<file path="src/rtl/ram_arb_pkg.sv">
// Shared types and constants for the two-port RAM arbiter.
// Requester 0 is instruction fetch and requester 1 is load/store.
package ram_arb_pkg;

    typedef enum logic [1:0] {
        IDLE  = 2'd0,
        ISSUE = 2'd1,
        WAIT  = 2'd2,
        RESP  = 2'd3
    } ram_arb_state_t;

    localparam int REQ_IFETCH = 0;
    localparam int REQ_DATA   = 1;
    localparam int NUM_REQ    = 2;

endpackage

</file>
<file path="src/rtl/ram_arbiter_if.sv">
// Requester-side bundle of the RAM arbiter: the valid/ready request channel,
// the response pulse and the busy flag.
interface ram_arbiter_if #(
    parameter int DATA_WIDTH = 32,
    parameter int ADDR_WIDTH = 32
);
    logic [ram_arb_pkg::NUM_REQ-1:0]                 req_valid;
    logic [ram_arb_pkg::NUM_REQ-1:0]                 req_ready;
    logic [ram_arb_pkg::NUM_REQ-1:0]                 req_write;
    logic [ram_arb_pkg::NUM_REQ-1:0][ADDR_WIDTH-1:0] req_addr;
    logic [ram_arb_pkg::NUM_REQ-1:0][DATA_WIDTH-1:0] req_wdata;
    logic [ram_arb_pkg::NUM_REQ-1:0]                 resp_valid;
    logic [DATA_WIDTH-1:0]                           resp_rdata;
    logic                                            busy;

    modport slave (
        input  req_valid, req_write, req_addr, req_wdata,
        output req_ready, resp_valid, resp_rdata, busy
    );

    modport master (
        output req_valid, req_write, req_addr, req_wdata,
        input  req_ready, resp_valid, resp_rdata, busy
    );
endinterface

</file>
<file path="src/rtl/ram_arb_select.sv">
// Combinational two-way round-robin grant: a lone requester always wins,
// a tie goes to the requester that was not granted last time.
module ram_arb_select
    import ram_arb_pkg::*;
(
    input  logic [NUM_REQ-1:0] req_valid,
    input  logic               last_grant,
    output logic [NUM_REQ-1:0] grant_oh,
    output logic               grant_idx
);

    always_comb begin
        grant_idx = 1'(REQ_IFETCH);
        grant_oh  = '0;
        case (req_valid)
            2'b01:   grant_idx = 1'(REQ_IFETCH);
            2'b10:   grant_idx = 1'(REQ_DATA);
            2'b11:   grant_idx = ~last_grant;
            default: grant_idx = 1'(REQ_IFETCH);
        endcase
        if (req_valid != '0) begin
            grant_oh = 2'b01 << grant_idx;
        end
    end

endmodule

</file>
<file path="src/rtl/ram_arbiter.sv">
// Serialises ifetch and load/store accesses onto one single-port RAM:
// one-cycle strobe, wait out the read latency, one-cycle response pulse.
module ram_arbiter
    import ram_arb_pkg::*;
#(
    parameter int DATA_WIDTH   = 32,
    parameter int ADDR_WIDTH   = 32,
    parameter int READ_LATENCY = 1
) (
    input  logic                  clk,
    input  logic                  rst,
    ram_arbiter_if.slave          bus,
    output logic [ADDR_WIDTH-1:0] ram_address,
    output logic [DATA_WIDTH-1:0] ram_data_in,
    output logic                  ram_write,
    output logic                  ram_read,
    input  logic [DATA_WIDTH-1:0] ram_data_out
);

    localparam int CNT_W = (READ_LATENCY > 1) ? $clog2(READ_LATENCY) : 1;

    ram_arb_state_t        state_q, state_d;
    logic                  last_grant_q;
    logic                  grant_q;
    logic                  write_q;
    logic [CNT_W-1:0]      lat_cnt;
    logic [DATA_WIDTH-1:0] rdata_q;
    logic [NUM_REQ-1:0]    grant_oh;
    logic                  grant_idx;
    logic                  hs;

    ram_arb_select u_select (
        .req_valid  (bus.req_valid),
        .last_grant (last_grant_q),
        .grant_oh   (grant_oh),
        .grant_idx  (grant_idx)
    );

    assign hs = (state_q == IDLE) && ((bus.req_valid & grant_oh) != '0);

    always_comb begin
        state_d        = state_q;
        bus.req_ready  = '0;
        bus.resp_valid = '0;
        bus.resp_rdata = rdata_q;
        bus.busy       = 1'b1;
        ram_read       = 1'b0;
        ram_write      = 1'b0;
        case (state_q)
            IDLE: begin
                bus.busy = 1'b0;
                // Reset is IDLE too, so ready is also held off while rst is low.
                if (rst) begin
                    bus.req_ready = grant_oh;
                end
                if (hs) begin
                    state_d = ISSUE;
                end
            end
            ISSUE: begin
                ram_read  = ~write_q;
                ram_write = write_q;
                state_d   = write_q ? RESP : WAIT;
            end
            WAIT: begin
                if (lat_cnt == '0) begin
                    state_d = RESP;
                end
            end
            RESP: begin
                bus.resp_valid = 2'b01 << grant_q;
                state_d        = IDLE;
            end
            default: state_d = IDLE;
        endcase
    end

    always_ff @(posedge clk or negedge rst) begin
        if (!rst) begin
            state_q      <= IDLE;
            last_grant_q <= 1'b1;
            grant_q      <= 1'b0;
            write_q      <= 1'b0;
            lat_cnt      <= '0;
            rdata_q      <= '0;
            ram_address  <= '0;
            ram_data_in  <= '0;
        end else begin
            state_q <= state_d;
            case (state_q)
                IDLE: begin
                    if (hs) begin
                        grant_q      <= grant_idx;
                        last_grant_q <= grant_idx;
                        write_q      <= bus.req_write[grant_idx];
                        ram_address  <= bus.req_addr[grant_idx];
                        ram_data_in  <= bus.req_wdata[grant_idx];
                    end
                end
                ISSUE: begin
                    lat_cnt <= CNT_W'(READ_LATENCY - 1);
                    if (write_q) begin
                        rdata_q <= '0;
                    end
                end
                WAIT: begin
                    // Count 0 is the cycle the RAM presents the read data.
                    if (lat_cnt == '0) begin
                        rdata_q <= ram_data_out;
                    end else begin
                        lat_cnt <= lat_cnt - 1'b1;
                    end
                end
                default: ;
            endcase
        end
    end

endmodule

</file>
<file path="src/flat_wrapper.sv">
// flat-port wrapper written by rule: the top's interface ports become plain ports
module ram_arbiter_flat import ram_arb_pkg::*;
#(
    parameter int DATA_WIDTH   = 32,
    parameter int ADDR_WIDTH   = 32,
    parameter int READ_LATENCY = 1
)
  (clk, rst, ram_address, ram_data_in, ram_write, ram_read, ram_data_out, bus_req_valid, bus_req_write, bus_req_addr, bus_req_wdata, bus_req_ready, bus_resp_valid, bus_resp_rdata, bus_busy);
  ram_arbiter_if #(.DATA_WIDTH(DATA_WIDTH), .ADDR_WIDTH(ADDR_WIDTH)) bus_i ();
  input  logic clk;
  input  logic rst;
  output logic [ADDR_WIDTH-1:0] ram_address;
  output logic [DATA_WIDTH-1:0] ram_data_in;
  output logic ram_write;
  output logic ram_read;
  input  logic [DATA_WIDTH-1:0] ram_data_out;
  input wire logic [$bits(bus_i.req_valid)-1:0] bus_req_valid;
  input wire logic [$bits(bus_i.req_write)-1:0] bus_req_write;
  input wire logic [$bits(bus_i.req_addr)-1:0] bus_req_addr;
  input wire logic [$bits(bus_i.req_wdata)-1:0] bus_req_wdata;
  output wire logic [$bits(bus_i.req_ready)-1:0] bus_req_ready;
  output wire logic [$bits(bus_i.resp_valid)-1:0] bus_resp_valid;
  output wire logic [$bits(bus_i.resp_rdata)-1:0] bus_resp_rdata;
  output wire logic [$bits(bus_i.busy)-1:0] bus_busy;
  assign bus_i.req_valid = bus_req_valid;
  assign bus_i.req_write = bus_req_write;
  assign bus_i.req_addr = bus_req_addr;
  assign bus_i.req_wdata = bus_req_wdata;
  assign bus_req_ready = bus_i.req_ready;
  assign bus_resp_valid = bus_i.resp_valid;
  assign bus_resp_rdata = bus_i.resp_rdata;
  assign bus_busy = bus_i.busy;
  ram_arbiter #(.DATA_WIDTH(DATA_WIDTH), .ADDR_WIDTH(ADDR_WIDTH), .READ_LATENCY(READ_LATENCY)) u_core (.clk(clk), .rst(rst), .bus(bus_i), .ram_address(ram_address), .ram_data_in(ram_data_in), .ram_write(ram_write), .ram_read(ram_read), .ram_data_out(ram_data_out));
endmodule
</file>
<file path="config.mk">
export PLATFORM = sky130hd
export DESIGN_NAME = ram_arbiter_flat
export DESIGN_NICKNAME = d
export VERILOG_FILES = /design/src/rtl/ram_arb_pkg.sv /design/src/rtl/ram_arbiter_if.sv /design/src/rtl/ram_arb_select.sv /design/src/rtl/ram_arbiter.sv /design/src/flat_wrapper.sv
export SDC_FILE = /design/constraint.sdc
export NUM_CORES = 1
export LEC_CHECK = 0
export CORE_ASPECT_RATIO = 1.25
export CORE_MARGIN = 5
export CORE_UTILIZATION = 40
export DETAILED_ROUTE_END_ITERATION = 8
export PLACE_DENSITY = 0.86
export SLEW_MARGIN = 20
export SYNTH_ARGS = -nofsm -noshare
export SYNTH_HDL_FRONTEND = slang
export SYNTH_SLANG_ARGS = --single-unit
export TNS_END_PERCENT = 50
</file>
<file path="constraint.sdc">
create_clock -name clk -period 5.5 [get_ports clk]
set_clock_uncertainty 0.15 [all_clocks]
set_input_delay 1.1 -clock clk [delete_from_list [all_inputs] [get_ports clk]]
set_output_delay 1.1 -clock clk [all_outputs]
set_load 0.01 [all_outputs]
</file>
# Word-level counts from Yosys, hierarchy flattened
# Cells that the tools add are included.
[word_totals] input_bits=166 wordCells=54 output_inout_bits=103 ff_bits=102
[op_classes] magnitude_cmp=1 n_reduce_logical=8 eq_ne=8 shift=2 bitwise=3 muxes=23 addsub=1
[ops] op="32-bit 2-to-1 mux" count=6
[ops] op="32-bit one-hot mux with 2 select lines" count=1
[ops] op="2-bit 2-to-1 mux" count=6
[ops] op="2-bit == test, second input constant" count=4
[ops] op="2-bit one-hot mux with 4 select lines" count=1
[ops] op="1-bit 2-to-1 mux" count=7
[ops] op="2-bit nonzero test" count=3
[ops] op="2-bit by 1-bit inequality test with 1-bit output, second input constant" count=2
[ops] op="1-bit one-hot mux with 2 select lines" count=2
[ops] op="2-bit AND reduction" count=2
[ops] op="1-bit by 1-bit << shifter with 2-bit output, first input constant" count=2
[ops] op="3-bit AND reduction" count=1
[ops] op="2-bit AND" count=1
[ops] op="2-bit by 1-bit == test with 1-bit output, second input constant" count=1
[ops] op="2-bit logical NOT" count=1
[ops] op="1-bit by 2-bit less-than comparator with 1-bit output, second input constant" count=1
[ops] op="2-bit inequality test, second input constant" count=1
[ops] op="1-bit NOT" count=2
[ops] op="1-bit logical AND" count=1
[ops] op="1-bit subtractor, second input constant" count=1

# Depth between registers and ports, before layout
# Gate-level depths: netlist (run 1).
[logic_depth] ltp_word=9 ltp_mapped=7

# Cells and area by module
# From an unflattened synthesis (run 1), not the netlist that was laid out.
[hier_totals] cells_unflattened=394 hier_area_um2=4625.7
[by_module_without_submodules] module="ram_arbiter" cells_per_inst=390 area_each_um2=4599.4 instances=1 seq_area_each_um2=2528.7
[by_module_without_submodules] module="ram_arb_select" cells_per_inst=4 area_each_um2=26.3 instances=1 seq_area_each_um2=0.0

# Least setup slack after synthesis (run 1)
# Ideal clock, no wire load.
[synth_timing] path_kind="input port to output port" startpoint="input bus_req_valid[1]" endpoint="output bus_req_ready[1]" t_arrival_ps=1802 path_slack_ps=2448 stages=4 cell_sequence="a21boi_2 -> buf_4 -> buf_2 -> and3_1"
[synth_between] elab_chain_cells=6
[synth_rtl] element="start, declared" line="flat_wrapper.sv:17" text="input wire logic [$bits(bus_i.req_valid)-1:0] bus_req_valid;"
[synth_rtl] element="2-bit == test" line="ram_arb_select.sv:15" text="case (req_valid)"
[synth_rtl] element="1-bit one-hot mux with 2 select lines" line="ram_arb_select.sv:15"
[synth_rtl] element="1-bit by 1-bit << shifter with 2-bit output" line="ram_arb_select.sv:22" text="grant_oh = 2'b01 << grant_idx;"
[synth_rtl] element="2-bit 2-to-1 mux *" line="ram_arb_select.sv:21" text="if (req_valid != '0) begin"
[synth_rtl] element="2-bit 2-to-1 mux *" line="ram_arbiter.sv:53" text="if (rst) begin"
[synth_rtl] element="2-bit 2-to-1 mux *" line="ram_arbiter.sv:49" text="case (state_q)"
[synth_rtl] element="end, declared" line="flat_wrapper.sv:21" text="output wire logic [$bits(bus_i.req_ready)-1:0] bus_req_ready;"
# Every way passes the cells marked *; elsewhere a longest branch is shown, timed or not.

# Worst setup path after layout (run 1)
[layout_timing] startpoint="input bus_req_valid[0]" endpoint="output bus_req_ready[0]"
# Same word-level chain as after synthesis.

==> results of run 1 <==
## cell families after synthesis
family,Yosys count,share of synthesized area [%]
DFF,101,58.58
muxes,2,0.4927
AOI/OAI and AO/OA,171,22.96
adders and majority gates,4,1.159
buffers and inverters,39,4.116
and+or+nand+nor,140,12.70
## synthesized netlist by cell type, types with 2 or more instances
master	count
a21oi_1	133
a22o_1	32
and2_1	2
and3_1	2
buf_1	2
buf_2	22
clkbuf_1	10
dfrtp_1	100
ha_1	4
inv_1	3
nand2_1	66
nor2_1	65
nor2b_1	3
## layer usage
| metal | global-route usage [%] | part of all wire, % | vias up |
|---|---|---|---|
| met5 | 0 | 0 | - |
| met1 | 27.17 | 35 | 2162 |
| li1 | - | - | 2061 |
| met3 | 4.978 | 7.7 | 44 |
| met4 | 11.51 | 4.5 | 0 |
| met2 | 41.59 | 53 | 202 |
## worst max-delay path by stage
stage / startpoint / endpoint / cells after the start
finish: bus_req_valid[0] / bus_req_ready[0] / 4
detailed placement: bus_req_valid[0] / bus_req_ready[0] / 4
CTS: bus_req_valid[0] / bus_req_ready[0] / 4
global route: bus_req_valid[0] / bus_req_ready[0] / 4
global placement: bus_req_valid[0] / bus_req_ready[0] / 4
floorplan: bus_req_valid[1] / bus_req_ready[1] / 4
## final cells by class
class	count	area [um2]	area share, %
clock inverters	3	20.02	0.2709
inverters	4	15.01	0.2032
flip-flops and latches	101	2529	34.22
multi-input cells	317	1642	22.21
clock buffers	12	266.5	3.607
repair buffers	275	2753	37.25
well taps	132	165.2	2.235
## stage by stage
stage	hold slack (ns)	area, um2	std cells	worst slack [ns]
after floorplan	0.3145	4317	457	2.448
after global placement	0.3329	7071	828	1.550
after detailed placement	0.3408	7076	828	1.513
after CTS	0.3606	7362	843	1.512
after global routing	0.3728	7390	844	1.462
final	0.3530	7390	844	1.533
## registers in the layout, indices dropped and copies added, names as in the netlist
name	cells
u_core.last_grant_q	1
u_core.write_q	1
u_core.state_q	2
u_core.ram_address	32
u_core.ram_data_in	32
u_core.bus.resp_rdata	32
u_core.grant_q	1
## report_power, final
group / switching (mW) / internal [mW] / total, mW
sequential: 0.216 / 1.12 / 1.33
clock: 0.267 / 0.341 / 0.608
combinational: 0.982 / 1.09 / 2.07
## worst reg2reg max path, cell delays in order (launching register included)
cell	delay [ns]
dfrtp_1	0.43
inv_1	0.11
ha_1	0.33
o21a_2	0.20
buf_4	0.57
nor2_1	0.12
a21oi_1	0.20
==> results_dict.tcl, run 1 <==
set metrics [dict create \
    synth_area_leaders "dfrtp_1, a21oi_1, a22o_1" \
    synthCells 457 \
    gr-total-overflow 0 \
    via_per_inst 5.295 \
    cp_top_family "buffers and inverters" \
    grt_usage_pct 23.85 \
    num_rows 42 \
    timing.rr.end "u_core.ram_data_in[29]" \
    antenna_cells 0 \
    crit_path_frequent_cell "clkdlybuf4s50_1" \
    die-height_um 126.1 \
    hold_viol 0 \
    setup_viol 0 \
    path_class "input port to output port" \
    ys_async_sr_fraction_pct 100.0 \
    pwr_density_cell_mw_per_mm2 542.6 \
    status "finished, final reports clean" \
    syn2layout_area_growth_pct 71.19 \
    slowest_delay_ns 0.68 \
    n_fill_cell 781 \
    synth_fp_nets 627 \
    wl_um 15670 \
    max_freq_ghz 0.2521 \
    cp.required_ns 4.25 \
    cap_violations 0 \
    initial_utilization_pct 40.87 \
    drive_gt1_share_pct 4.354 \
    clk_pin_slew_worst_paths_ns 0.07 \
    critPathLaunchType "input port" \
    yosysWarnings 0 \
    syn_area_mm2 0.004317 \
    yosysUniqueCellTypes 26 \
    hold_start "u_core.bus.resp_rdata[24]" \
    clock_sinks 101 \
    relSlewSlack_pct 49.13 \
    pin_count 269 \
    path_max_fanout 7 \
    min_path_cells 1 \
    core_region_area_mm2 0.01056 \
    synth_top_area_share_pct 57.97 \
    power_leakage_nw 3.152 \
    clockBufferDepth 2 \
    drcViolationCount 0 \
    final_cell_mix "clkdlybuf4s50_1, a21oi_1, dfrtp_1" \
    yosysSeqAreaShare_pct 58.58 \
    synth-edff-count 0 \
    final_util_pct 69.96 \
    rsz0062_at_grt "no" \
    min_period_ns 3.967 \
    grt_start_max_net_pins 67 \
    finalWeightedCongestion 0.8612 \
    r2r_cells 6 \
    grt_pass1_wl_um 24220 \
    cp.arrival_ns 2.72 \
    cts_buffers 9 \
    ctsResizeCount 0 \
    die_w_um 102.9 \
    r2r_slack_ns 3.32 \
    layout_commonest_cell "clkdlybuf4s50_1" \
    maxSlewViolCount 0 \
    cts_tree "built" \
    syn_area_per_cell_um2 9.446 \
    cts-htree-levels 3 \
    die-area_mm2 0.01298 \
    tightest_slew_ns 0.7614 \
    ys_ff_latch 101 \
    cts_hold_buf 0 \
    post-route-period-util_pct 72.14 \
    hpwl_um 11580 \
    crit_path_end_kind "output port" \
    antenna_found_initial 0 \
    drt-initial-drc-count 180 \
    slowest_stage "clkdlybuf4s50_1" \
    power_mw 4.009 \
    drtPass1Iterations 4 \
    r2r_start "u_core.state_q[0]" \
    hp-class "flip-flop to flip-flop" \
    clockRootBuffer "clkbuf_16" \
    wl_per_cell_um 18.56 \
    worstHoldEndpoint "u_core.bus.resp_rdata[24]" \
    ys.flop_type "dfrtp_1" \
    post_cts_buffers 0 \
    ir_drop_mv 0.3455 \
    port_buffers 268 \
    clkLatencyLatePin_ns 0.33 \
    fin_nets 878 \
    grt_pass1_vias 4685 \
    ant_nets 0 \
    yosys.area.top_type "dfrtp_1" \
    critical_path_buf_inv_count 2 \
    num_vias 4469 \
    crit_chain "clkdlybuf4s50_1 -> a21bo_2 -> and3_1 -> clkdlybuf4s50_1" \
    setup_tns_ns 0 \
]
No activity file was read; power rests on OpenSTA's default activity.
==> run 2: changes to the inputs <==
- CORE_UTILIZATION: 40 -> 37
- PLACE_DENSITY: 0.86 -> 0.81
- clock period: 5.5 -> 3.7 ns (I/O delays scaled with it)
==> run 2 against run 1 <==
Power up 49%; non-clock buffer count unchanged; combinational power up 48%; via count down 1.7%; critical path type unchanged; register-to-register slack worse by 1.8 ns; global-route usage down 2.2 points; flip-flop and latch count unchanged; setup slack worse by 1.1 ns; final area about the same; sequential share of layout area about the same; count of clock-buffer cells in the layout down 2; critical path depth unchanged.
==> results_dict.tcl, run 2 (synthesis gave the netlist of run 1 again) <==
set metrics [dict create \
    tightest_slew_ns 0.7856 \
    min_period_ns 3.283 \
    max_freq_ghz 0.3046 \
    grt_pass1_wl_um 23830 \
    timing.rr.end "u_core.ram_address[29]" \
    n_fill_cell 952 \
    antenna_cells 0 \
    die_w_um 106.6 \
    placedCellCount 835 \
    gr-total-overflow 0 \
    cts-htree-levels 3 \
    cp.required_ns 2.81 \
    drive_gt1_share_pct 4.488 \
    power_mw 5.960 \
    via_per_inst 5.162 \
    status "finished, final reports clean" \
    clkLatencyLatePin_ns 0.33 \
    pin_count 269 \
    clock_sinks 101 \
    path_max_fanout 7 \
    power_leakage_nw 3.148 \
    seqCellArea_mm2 0.002529 \
    die-area_mm2 0.01394 \
    stdcell_count 851 \
    drcViolationCount 0 \
    num_vias 4393 \
    setup_tns_ns 0 \
    ant_nets 0 \
    pre_cts_ws_ns 0.4184 \
    ir_drop_mv 0.3783 \
    r2r_start "u_core.state_q[0]" \
    hold_viol 0 \
    maxSlewViolCount 0 \
    die-height_um 130.8 \
    fin_ws_ns 0.4169 \
    ctsResizeCount 0 \
    post_cts_buffers 0 \
    layout_commonest_cell "clkdlybuf4s50_1" \
    final_cell_mix "clkdlybuf4s50_1, a21oi_1, dfrtp_1" \
    wl_per_cell_um 18.68 \
    finalWeightedCongestion 0.8060 \
    cts_hold_buf 0 \
    antenna_found_initial 0 \
    clockBufferDepth 2 \
    critPathLaunchType "input port" \
    core_region_area_mm2 0.01151 \
    rsz0062_at_grt "no" \
    final_util_pct 64.21 \
    num_rows 44 \
    path_class "input port to output port" \
    cp.arrival_ns 2.39 \
    clk_pin_slew_worst_paths_ns 0.07 \
    grt_start_max_net_pins 67 \
    grt_pass1_vias 4646 \
    hpwl_um 11750 \
    syn2layout_area_growth_pct 71.16 \
    cts_tree "built" \
    r2r_slack_ns 1.52 \
    port_buffers 268 \
    pwr_density_cell_mw_per_mm2 806.6 \
    hp-class "input port to asynchronous set/reset pin" \
    cap_violations 0 \
    multiInputGateArea_mm2 0.001642 \
    drtPass1Iterations 4 \
    wl_um 15900 \
    post-route-period-util_pct 88.73 \
    setup_viol 0 \
    relSlewSlack_pct 47.63 \
    clockRootBuffer "clkbuf_16" \
    drt-initial-drc-count 187 \
    cts_buffers 9 \
    grt_usage_pct 21.68 \
    crit_path_end_kind "output port" \
    r2r_cells 6 \
    initial_utilization_pct 37.52 \
    fin_nets 878 \
]
-- run 2: routing by layer --
layer	up-vias	global-route usage, %	share of wire (%)
met3	32	5.700	7.5
met2	172	40.66	54
met4	0	8.578	2.3
li1	2058	-	-
met5	-	0	0
met1	2131	23.19	36
-- run 2: per-stage QoR --
stage | hold slack, ns | instance area (um2)
after global placement | 0.3349 | 7098
after CTS | 0.1362 | 7388
final | 0.1411 | 7388
after detailed placement | 0.3408 | 7103
after global routing | 0.1533 | 7388
after floorplan | 0.2944 | 4317
-- run 2: worst max path at each step --
stage / startpoint / to / slack [ns] / cells past startpoint
finish: bus_req_valid[0] / bus_req_ready[0] / 0.42 / 4
floorplan: bus_req_valid[1] / bus_req_ready[1] / 1.37 / 4
detailed placement: bus_req_valid[0] / bus_req_ready[0] / 0.42 / 4
global placement: bus_req_valid[0] / bus_req_ready[0] / 0.43 / 4
global route: bus_req_valid[0] / bus_req_ready[0] / 0.37 / 4
CTS: bus_req_valid[0] / bus_req_ready[0] / 0.42 / 4
-- run 2: worst max-delay path, stage by stage --
cell and delay, ns:
clkdlybuf4s50_1 0.68, a21bo_2 0.22, and3_1 0.20, clkdlybuf4s50_1 0.56
-- run 2: area by class of cell --
class / count / share of cell area [%]
timing repair buffer: 275 / 37.15
tap: 138 / 2.337
sequential: 101 / 34.23
multi-input combinational: 317 / 22.22
clock inverter: 6 / 0.6266
inverter: 4 / 0.2032
clock buffer: 10 / 3.235
-- run 2: report_power, final --
part	internal, mW	leakage, nW	switching, mW
combinational	1.60	1.84	1.46
clock	0.480	0.135	0.435
sequential	1.66	1.17	0.317
total	3.74	3.15	2.22
==> run 3: changes to the inputs <==
- PLACE_DENSITY: 0.81 -> not set
- PLACE_DENSITY_LB_ADDON: not set -> 0.15
==> run 3 against run 2 <==
Hold slack got worse by 0.013 ns; maximum frequency is 0.24% higher; sequential share of layout area about the same; sequential power hardly changed; count of clock-buffer cells in the layout fell by 1; first-iteration DRC count decreased by 9.6%; critical endpoint unchanged; highest routed layer unchanged.
==> results_dict.tcl, run 3 (synthesis gave the netlist of run 1 again) <==
set metrics [dict create \
    maxSlewViolCount 0 \
    clock_sinks 101 \
    via_per_inst 5.175 \
    num_vias 4409 \
    drcViolationCount 0 \
    crit_path_end_kind "output port" \
    antenna_found_initial 0 \
    cp.required_ns 2.81 \
    final_cell_mix "clkdlybuf4s50_1, a21oi_1, dfrtp_1" \
    post-route-period-util_pct 88.52 \
    wl_um 15100 \
    final_util_pct 64.19 \
    finalWeightedCongestion 0.7791 \
    grt_pass1_wl_um 23020 \
    power_leakage_nw 3.147 \
    cts_buffers 9 \
    syn2layout_area_growth_pct 71.10 \
    max_freq_ghz 0.3053 \
    cap_violations 0 \
    status "finished, final reports clean" \
    path_class "input port to output port" \
    grt_pass1_vias 4430 \
    tightest_slew_ns 0.7936 \
    cts_hold_buf 0 \
    hp-class "input port to asynchronous set/reset pin" \
    critPathLaunchType "input port" \
    relSlewSlack_pct 47.09 \
    drtPass1Iterations 4 \
    hpwl_um 10840 \
    fin_ws_ns 0.4248 \
    cts_tree "built" \
    min_period_ns 3.275 \
    pre_cts_ws_ns 0.4242 \
    die-height_um 130.8 \
    die_w_um 106.6 \
    ir_drop_mv 0.4092 \
    die-area_mm2 0.01394 \
    clockBufferDepth 2 \
    power_mw 5.907 \
    grt_start_max_net_pins 84 \
    drt-initial-drc-count 169 \
    num_rows 44 \
    port_buffers 268 \
    cp.arrival_ns 2.39 \
    setup_viol 0 \
    pwr_density_cell_mw_per_mm2 799.8 \
    core_region_area_mm2 0.01151 \
    gr-total-overflow 0 \
    drive_gt1_share_pct 4.622 \
    wl_per_cell_um 17.72 \
    grt_usage_pct 20.98 \
    clkLatencyLatePin_ns 0.34 \
    ctsResizeCount 0 \
    pin_count 269 \
    setup_tns_ns 0 \
    ant_nets 0 \
    fin_nets 879 \
    antenna_cells 0 \
    clk_pin_slew_worst_paths_ns 0.08 \
    post_cts_buffers 0 \
    rsz0062_at_grt "no" \
    cts-htree-levels 3 \
    hold_viol 0 \
    layout_commonest_cell "clkdlybuf4s50_1" \
    initial_utilization_pct 37.52 \
    clockRootBuffer "clkbuf_16" \
    path_max_fanout 7 \
]
run 3: changes by cell type in the layout (fill, tap and decap cells not counted), sizes merged:
| cell | delta |
|---|---|
| buf | +1 |
| clkbuf | -1 |
| clkinv | -1 |
| inv | +2 |
run 3: per-stage QoR:
step / std cells / area, um2 / hold slack, ns
2_1_floorplan: 457 / 4317 / 0.2944
3_3_place_gp: 836 / 7093 / 0.3261
3_5_place_dp: 836 / 7093 / 0.3397
4_1_cts: 852 / 7382 / 0.1201
5_1_grt: 852 / 7386 / 0.1327
6_report: 852 / 7386 / 0.1278
run 3: path summary, 6_finish.rpt:
path	start	depth (start not counted)	slack, ns	end
min in group clk	u_core.grant_q	2	0.35	u_core.grant_q
worst min register to register	u_core.grant_q	2	0.35	u_core.grant_q
worst max-delay path	bus_req_valid[0]	4	0.42	bus_req_ready[0]
worst min-delay path	rst	1	0.13	u_core.ram_data_in[2]
max in group asynchronous	rst	2	2.20	u_core.grant_q
worst max register to register	u_core.state_q[0]	6	1.57	u_core.ram_data_in[15]
run 3: cell type report:
cell class | instances | area (um2)
tap | 138 | 172.7
clock inverter | 7 | 63.81
clock buffer | 9 | 225.2
fill | 961 | 4120
inverter | 4 | 15.01
multi-input combinational | 317 | 1637
sequential | 101 | 2529
timing repair buffer | 276 | 2744
run 3: power by group:
group	internal (mW)	leakage (nW)	total [mW]	switching [mW]
clock network	0.472	0.136	0.928	0.455
logic	1.60	1.84	3.03	1.43
registers	1.66	1.17	1.95	0.292
total	3.73	3.15	5.91	2.18
run 3: critical path, cell delays in order:
cell and delay, ns:
clkdlybuf4s50_1 0.69, a21bo_2 0.21, and3_1 0.14, clkdlybuf4s50_1 0.61
run 3: metal layers:
| metal | wire length, um | vias to the layer above | global-route usage [%] | share of wire, % |
|---|---|---|---|---|
| met4 | 330 | 0 | 6.772 | 2.2 |
| li1 | - | 2062 | - | - |
| met3 | 1295 | 26 | 7.224 | 8.6 |
| met2 | 7821 | 191 | 37.66 | 52 |
| met5 | 0 | - | 0 | 0 |
| met1 | 5650 | 2130 | 23.43 | 37 |
